`config.mk`:
```
export PLATFORM = sky130hd
export DESIGN_NAME = blink_mmu
export DESIGN_NICKNAME = d
export VERILOG_FILES = /design/src/rtl/blink_mmu.sv
export SDC_FILE = /design/constraint.sdc
export NUM_CORES = 1
export LEC_CHECK = 0
export ABC_CLOCK_PERIOD_IN_PS = 2020
export CAP_MARGIN = 20
export CELL_PAD_IN_SITES_DETAIL_PLACEMENT = 1
export CELL_PAD_IN_SITES_GLOBAL_PLACEMENT = 1
export CORE_MARGIN = 5
export CORE_UTILIZATION = 37
export DETAILED_ROUTE_END_ITERATION = 8
export GPL_TIMING_DRIVEN = 1
export PLACE_DENSITY = 0.85
export SYNTH_ARGS = -nofsm -noshare
export SYNTH_HDL_FRONTEND = slang
export SYNTH_SLANG_ARGS = --single-unit
```
`constraint.sdc`:
```
create_clock -name clk -period 2.02 [get_ports clk]
set_input_delay 0.303 -clock clk [delete_from_list [all_inputs] [get_ports clk]]
set_output_delay 0.303 -clock clk [all_outputs]
set_load 0.02 [all_outputs]
```
`src/rtl/blink_mmu.sv`:
```
// Blink memory/IO mapper: logical-to-physical banking, chip selects, COM/SR I/O registers and wait states.
// Optional ROM write protection is enabled by defining MMU_WRPROT_EN.
module blink_mmu #(
  parameter int               NSEG     = 4,
  parameter int               BANK_W   = 8,
  parameter logic [7:0]       COM_ADDR = 8'hB0,
  parameter logic [7:0]       SR_BASE  = 8'hD0,
  parameter logic [BANK_W-1:0] RAM_BASE = 'h20,
  parameter logic [BANK_W-1:0] RAM_END  = 'h40,
  parameter int               RAMS_BIT = 2,
  parameter int               ROM_WS   = 1,
  parameter int               RAM_WS   = 0
) (
  input  logic                              clk,
  input  logic                              reset_n,
  input  logic [15:0]                       cpu_a,
  input  logic [7:0]                        cpu_do,
  input  logic                              cpu_mreq_n,
  input  logic                              cpu_iorq_n,
  input  logic                              cpu_rd_n,
  input  logic                              cpu_wr_n,
  output logic [BANK_W+15-$clog2(NSEG):0]   phys_a,
  output logic                              rom_ce_n,
  output logic                              ram_ce_n,
  output logic                              mem_oe_n,
  output logic                              mem_we_n,
  output logic [7:0]                        io_do,
  output logic                              io_hit,
  output logic [7:0]                        com,
  output logic                              wait_n,
  output logic                              wp_err
);

  // state | meaning
  // IDLE  | no wait sequence; a fresh mreq with ws>0 pulls wait_n low and loads cnt
  // WAIT  | wait_n low; cnt holds the remaining low cycles, leaves at terminal count
  // HOLD  | wait states served; wait_n high until mreq_n releases
  typedef enum logic [1:0] {S_IDLE, S_WAIT, S_HOLD} state_t;

  localparam int KW = $clog2(NSEG);
  localparam int W  = 16 - KW;

  state_t            state_q, state_d;
  logic [3:0]        cnt_q, cnt_d;
  logic              mreq_q;
  logic [7:0]        com_q, com_d;
  logic [BANK_W-1:0] sr_q [NSEG];
  logic [BANK_W-1:0] sr_d [NSEG];
  logic [7:0]        io_do_q, io_do_d;
  logic              io_hit_q, io_hit_d;

  logic [KW-1:0]     win;
  logic [BANK_W-1:0] bank;
  logic              rom_sel, ram_sel;
  logic              mem_rd, mem_wr, wp_block;
  logic              io_rd, io_wr, com_hit, sr_hit;
  logic [7:0]        io_off;
  logic [KW-1:0]     sr_idx;
  logic [3:0]        ws;
  logic              start;

  // The bottom half of window 0 is either fixed ROM bank 0 or the first RAM bank.
  always_comb begin
    win = cpu_a[15:W];
    if (win != '0)
      bank = sr_q[win];
    else if (cpu_a[W-1])
      bank = sr_q[0];
    else
      bank = com_q[RAMS_BIT] ? RAM_BASE : '0;
  end

  assign phys_a  = {bank, cpu_a[W-1:0]};
  assign rom_sel = bank < RAM_BASE;
  assign ram_sel = !rom_sel && (bank < RAM_END);

  assign mem_rd = ~cpu_mreq_n & ~cpu_rd_n;
  assign mem_wr = ~cpu_mreq_n & ~cpu_wr_n;

  assign rom_ce_n = ~(~cpu_mreq_n & rom_sel) | wp_block;
  assign ram_ce_n = ~(~cpu_mreq_n & ram_sel);
  assign mem_oe_n = ~mem_rd;
  assign mem_we_n = ~mem_wr | wp_block;

  assign io_rd   = ~cpu_iorq_n & ~cpu_rd_n;
  assign io_wr   = ~cpu_iorq_n & ~cpu_wr_n;
  assign com_hit = cpu_a[7:0] == COM_ADDR;
  assign io_off  = cpu_a[7:0] - SR_BASE;
  assign sr_hit  = io_off < 8'(NSEG);
  assign sr_idx  = io_off[KW-1:0];

  always_comb begin
    com_d    = com_q;
    sr_d     = sr_q;
    io_do_d  = io_do_q;
    io_hit_d = io_hit_q;
    if (io_wr) begin
      if (com_hit) com_d = cpu_do;
      if (sr_hit)  sr_d[sr_idx] = cpu_do;
    end
    if (io_rd) begin
      if (com_hit) begin
        io_do_d  = com_q;
        io_hit_d = 1'b1;
      end else if (sr_hit) begin
        io_do_d  = sr_q[sr_idx];
        io_hit_d = 1'b1;
      end else begin
        io_do_d  = 8'hFF;
        io_hit_d = 1'b0;
      end
    end else if (cpu_iorq_n) begin
      io_hit_d = 1'b0;
    end
  end

  always_ff @(posedge clk) begin
    if (!reset_n) begin
      com_q    <= '0;
      sr_q     <= '{default: '0};
      io_do_q  <= 8'hFF;
      io_hit_q <= 1'b0;
    end else begin
      com_q    <= com_d;
      sr_q     <= sr_d;
      io_do_q  <= io_do_d;
      io_hit_q <= io_hit_d;
    end
  end

  assign io_do  = io_do_q;
  assign io_hit = io_hit_q;
  assign com    = com_q;

`ifdef MMU_WRPROT_EN
  logic wp_err_q, wp_err_d;

  assign wp_block = mem_wr & rom_sel;

  always_comb begin
    wp_err_d = wp_err_q;
    if (io_wr && com_hit) wp_err_d = 1'b0;
    if (wp_block)         wp_err_d = 1'b1;
  end

  always_ff @(posedge clk) begin
    if (!reset_n) wp_err_q <= 1'b0;
    else          wp_err_q <= wp_err_d;
  end

  assign wp_err = wp_err_q;
`else
  assign wp_block = 1'b0;
  assign wp_err   = 1'b0;
`endif

  assign ws    = rom_sel ? 4'(ROM_WS) : (ram_sel ? 4'(RAM_WS) : 4'd0);
  assign start = ~cpu_mreq_n & mreq_q;

  always_ff @(posedge clk) begin
    if (!reset_n) begin
      state_q <= S_IDLE;
      cnt_q   <= '0;
      mreq_q  <= 1'b1;
    end else begin
      state_q <= state_d;
      cnt_q   <= cnt_d;
      mreq_q  <= cpu_mreq_n;
    end
  end

  // The start cycle is the first low cycle, so WAIT covers the remaining ws-1.
  always_comb begin
    state_d = state_q;
    cnt_d   = cnt_q;
    case (state_q)
      S_IDLE: begin
        if (start && ws != 4'd0) begin
          cnt_d   = ws - 4'd1;
          state_d = (ws == 4'd1) ? S_HOLD : S_WAIT;
        end
      end
      S_WAIT: begin
        if (cpu_mreq_n) begin
          state_d = S_IDLE;
        end else begin
          cnt_d = cnt_q - 4'd1;
          if (cnt_d == 4'd0) state_d = S_HOLD;
        end
      end
      S_HOLD: begin
        if (cpu_mreq_n) state_d = S_IDLE;
      end
      default: state_d = S_IDLE;
    endcase
  end

  always_comb begin
    wait_n = 1'b1;
    case (state_q)
      S_IDLE:  if (start && ws != 4'd0) wait_n = 1'b0;
      S_WAIT:  wait_n = cpu_mreq_n;
      default: wait_n = 1'b1;
    endcase
  end

endmodule

```
=== Word-level counts from Yosys, hierarchy flattened ===
Index checks and enable logic that the tools add are counted.

* Bits in read-only memories: 0
* Memories: 0
* Output and inout port bits: 45
* Bits in latches: 0
* Word-level logic and storage cells: 88
* RAM bits: 0
* Bits in registers: 56
* Input bits: 30

* Shift-type cells: 0
* Div/mod/pow operators: 0
* Reduce and logical (&&, ||, !) cells: 14
* Equality and inequality tests: 8
* Order comparisons: 6
* Bitwise operators: 17
* Mux-type cells: 30
* Multipliers: 0
* Add/sub/neg operators: 3

{| class="wikitable"
|+ Operators by type and width
! cell !! count
|-
| 2-to-1 mux 8 bit || 9
|-
| binary-select mux 8 bit (select 2 bit) || 2
|-
| bitwise mux 32 bit || 1
|-
| demux 8 bit (select 2 bit) || 1
|-
| 2-to-1 mux 2 bit || 5
|-
| equality test 8 bit (second input constant) || 1
|-
| < comparator 8 x 3 -> 1 bit (second input constant) || 1
|-
| < comparator 8 x 6 -> 1 bit (second input constant) || 1
|-
| < comparator 8 x 7 -> 1 bit (second input constant) || 1
|-
| 2-to-1 mux 4 bit || 2
|-
| NOT 1 bit || 8
|-
| one-hot mux 4 bit (2 select lines) || 1
|-
| subtractor 8 bit (second input constant) || 1
|-
| AND 1 bit || 7
|-
| greater-or-equal comparator 3 bit (second input constant) || 2
|-
| 2-to-1 mux 1 bit || 6
|-
| 2-to-1 mux 6 bit || 1
|-
| inequality test 2 bit (second input constant) || 3
|-
| NOT 2 -> 3 bit || 2
|-
| one-hot mux 2 bit (3 select lines) || 1
|-
| AND reduction 3 bit || 2
|-
| nonzero test 2 bit || 3
|-
| logical NOT 4 bit || 1
|-
| AND reduction 2 bit || 2
|-
| 12 further kinds || 14
|}

=== Longest topological paths before layout ===
* Depth after elaboration: 11
* Gate-level depth with buffers: 7
* Mapped depth without buffers: 7

=== Worst setup path before layout ===
OpenSTA, ideal clock, no wires.

* Path type: register to output
* From: reg com_q[2] (netlist: com[2])
* To: out wait_n
* Required time: 1.717 ns
* Data arrival time: 1.877 ns
* Cell stages (with the launch flop): 5
* Path slack: -0.160 ns
* Buffers on the path: 0
* Cell sequence: dfxtp_1 mux2_1 mux4_2 nor4b_4 o21ai_0

* Longest elaborated chain between the ends: 9

{| class="wikitable"
|+ Ends and longest elaborated chain
! element !! line !! text
|-
| start: declaration || 46 || <nowiki>logic [7:0] com_q, com_d;</nowiki>
|-
| start signal: assignment || 124 || <nowiki>com_q <= com_d;</nowiki>
|-
| 2-to-1 mux 6 bit || 70 || <nowiki>bank = com_q[RAMS_BIT] ? RAM_BASE : '0;</nowiki>
|-
| 2-to-1 mux 8 bit || 67 || <nowiki>else if (cpu_a[W-1])</nowiki>
|-
| 2-to-1 mux 8 bit || 65 || <nowiki>if (win != '0)</nowiki>
|-
| via phys_a[19] || 22 || <nowiki>output logic [BANK_W+15-$clog2(NSEG):0] phys_a,</nowiki>
|-
| < comparator 8 x 6 -> 1 bit || 74 || <nowiki>assign rom_sel = bank < RAM_BASE;</nowiki>
|-
| 2-to-1 mux 1 bit || 157 || <nowiki>assign ws = rom_sel ? 4'(ROM_WS) : (ram_sel ? 4'(RAM_WS) : 4'd0);</nowiki>
|-
| nonzero test 4 bit || 201 || <nowiki>S_IDLE: if (start && ws != 4'd0) wait_n = 1'b0;</nowiki>
|-
| logical AND 1 bit || 201 ||
|-
| 2-to-1 mux 1 bit || 201 ||
|-
| one-hot mux 1 bit (2 select lines) || 200 || <nowiki>case (state_q)</nowiki>
|-
| end: declaration || 30 || <nowiki>output logic wait_n,</nowiki>
|}

The timed path passes the listed nets, and every way through them passes these cells.

=== Worst setup path after layout ===
* From: reg com_q[2] (netlist: com[2])
* To: out wait_n

* Longest elaborated chain between the ends: 9

{| class="wikitable"
|+ Ends and longest elaborated chain
! element !! line
|-
| 2-to-1 mux 6 bit || 70
|-
| 2-to-1 mux 8 bit || 67
|-
| 2-to-1 mux 8 bit || 65
|-
| < comparator 8 x 6 -> 1 bit || 74
|-
| 2-to-1 mux 1 bit || 157
|-
| nonzero test 4 bit || 201
|-
| logical AND 1 bit || 201
|-
| 2-to-1 mux 1 bit || 201
|-
| one-hot mux 1 bit (2 select lines) || 200
|}

Every way passes these cells.

==> out/results.ini <==
[die]
die_h_microns = 97.7
rows = 32
io_pins = 75
core-area_sq_mm = 0.00761
start_util_pct = 37.4
die-area_sq_mm = 0.00954
die_w_microns = 97.7

[yosys]
netlist_instances = 286
synth_top_cell_by_area = dfxtp_1
ys.flop_type = dfxtp_1
syn_area_sq_mm = 0.00284
synthDominantCellAreaShare_pct = 39.4
synth-seq-cells = 56
yosysMostFrequentCell = dfxtp_1
yosysSeqAreaShare_pct = 39.4
yosysWarnings = 0
syn_area_per_cell_sq_um = 9.94
syn_nets = 318
ys_top_cells_by_area = dfxtp_1 (39%), mux4_2 (13%), mux2i_1 (8.4%), nor2b_1 (5.3%), buf_4 (4.0%)
synthTopCellsByCount = dfxtp_1 (56), mux2i_1 (24), nor2b_1 (24)
ys_async_sr_fraction_pct = 0
synth_cell_types = 42
synth_edf_count = 0

[routing]
vias_per_cell = 5.36
wl_per_cell_microns = 19.1
firstDrtPassIters = 4
ant_nets = 0
drc = 0
drtIter0Drc = 99
wl_microns = 8770
route.vias.total = 2459

[setup_path]
r2r_slack_ns = 0.09
reg2reg_depth = 6
cp.required_ns = 1.72
crit_fanout = 2
path_class = reg2out
crit_path_end_kind = output port
setup.worst_path.start_class = flop
worstPathArrival_ns = 1.94
timing.rr.end = cnt_q[2]
r2r-start = com[2]

[timing]
setup_viol = 7
rsz0062_at_grt = true
timing.final.max_slew_violations = 0
fin_skew_ns = 0.00820
whs_ns = 0.413
fin_ws_ns = -0.222
final.min_clock_period_ns = 2.24
fmax_ghz = 0.446
finalCritPeriodShare_pct = 111
hold_viol_final = 0

[placed_design]
hpwlAfterDp_microns = 6900
numPortBuffers = 63
place_congestion = 0.778

[power]
power.leakage_nw = 1.59
power_density_mw_per_mm2 = 540
peakVddDrop_mv = 0.260
p_total_w = 0.00204

[final_layout]
layout.nets = 387
area_growth_pct = 32.8
drive_above_1_share_pct = 20.5
fillers = 860

[global_route]
globalRouteTotalUtil_pct = 18.2
grt.met3_usage_pct = 3.09
first_global_vias = 2657
grt_most_used_layer = met2
globalRouteMet1Util_pct = 21.9
grt_max_degree = 27
antenna_found_initial = 1
overflow = 0
use_met2_pct = 33.0
grt_pass1_wl_microns = 14200

[status]
violations = negative setup slack
status = complete, but fails checks

[clock_tree]
cts.htree.levels = 2
clockBufferDepth = 2
clock_latency_ns = 0.32
cts_tree = built
cts_buffers = 5
cts.clk_slew.worst_paths_ns = 0.11
postCtsSetupBuffers = 0
cts_root_buf = clkbuf_8
clock_sinks = 56

[min_path]
worstHoldStart = reset_n
hold_path_end = io_do[5]
min_path_cells = 2
min_path_type = in2reg

[flow_run]
cap_violations = 0

flip-flops by register name (all words and copies together) (netlist names):
signal   flops
io_hit       1
sr_q        32
mreq_q       1
cnt_q        4
io_do        8
com          8
state_q      2
worst max-delay path: stages (launching register included):
cell and delay [ns]:
dfxtp_4 0.36, mux2_4 0.26, mux4_2 0.51, nor4b_4 0.27
o21ai_2 0.08, buf_6 0.14
layer usage:
metal | share of wire, % | up-vias
met2 | 52 | 50
met3 | 2.4 | 17
met4 | 2.1 | 0
met1 | 43 | 1235
met5 | 0 | -
li1 | - | 1157
worst max-delay path by stage:
stage               endpoint  startpoint  slack [ns]  cells past startpoint
finish                wait_n      com[2]       -0.22                      5
global route          wait_n      com[2]       -0.28                      5
CTS                   wait_n      com[2]       -0.24                      5
detailed placement    wait_n   cpu_a[13]       -1.00                      6
global placement      wait_n   cpu_a[13]       -0.97                      6
floorplan             wait_n      com[2]       -0.08                      4
final cells by class:
type                    instances  area, sq um  area share (%)
flip-flops and latches         56         1120            29.8
inverters                       2         7.51           0.199
clock buffers                   5         68.8            1.82
well taps                     102          128            3.38
diodes                          1         2.50          0.0662
clock inverters                 3         23.8           0.629
multi-input cells             196         1540            40.8
repair buffers                 94          881            23.3
per-stage QoR:
| stage | setup slack [ns] | TNS (ns) | utilization, % | area (sq um) | cells |
|---|---|---|---|---|---|
| after floorplan | -0.0787 | -0.0787 | - | 2860 | 286 |
| after global placement | -0.966 | -8.90 | 48.8 | 3710 | 450 |
| after CTS | -0.243 | -0.731 | 49.7 | 3780 | 458 |
| after global routing | -0.284 | -0.981 | 49.7 | 3780 | 459 |
| final | -0.222 | -0.653 | 49.7 | 3780 | 459 |
| after detailed placement | -1.00 | -10.12 | 48.8 | 3710 | 450 |
cells by family after synthesis:
kind of cell	synth area share [%]
mux	21.5
compound gates	10.3
buf+inv	6.64
other cells	0.132
simple gates	20.9
flops	39.4
xor+xnor	0.308
fa+ha+maj	0.880
what timing repair did:
action                     CTS  global route
pin swaps                    2             0
setup endpoints to repair   18            10
gates resized for setup     32             5
hold endpoints to repair     0             0
hold buffers                 0             0
placed cells by master, fill, tap and decap left out, types with 4 or more instances in the layout:
cell	n
clkdlybuf4s50_1	47
nand3_1	19
o211ai_1	8
nor2b_1	24
clkbuf_8	5
buf_12	4
and2_1	6
dlygate4sd2_1	7
a21oi_1	4
dfxtp_1	55
or2_2	4
o21ai_0	21
buf_4	29
nor2_1	7
o22ai_1	8
nand2_1	22
mux2i_1	24
nand4b_1	4
mux4_2	16
where the power goes:
group | leakage, nW | switching [W] | internal [W]
Combinational | 1.09 | 0.000141 | 0.000140
Sequential | 0.454 | 0.00000877 | 0.00112
Clock | 0.0404 | 0.000387 | 0.000247
Total | 1.59 | 0.000536 | 0.00150
Power figures use the tool's default switching activity.
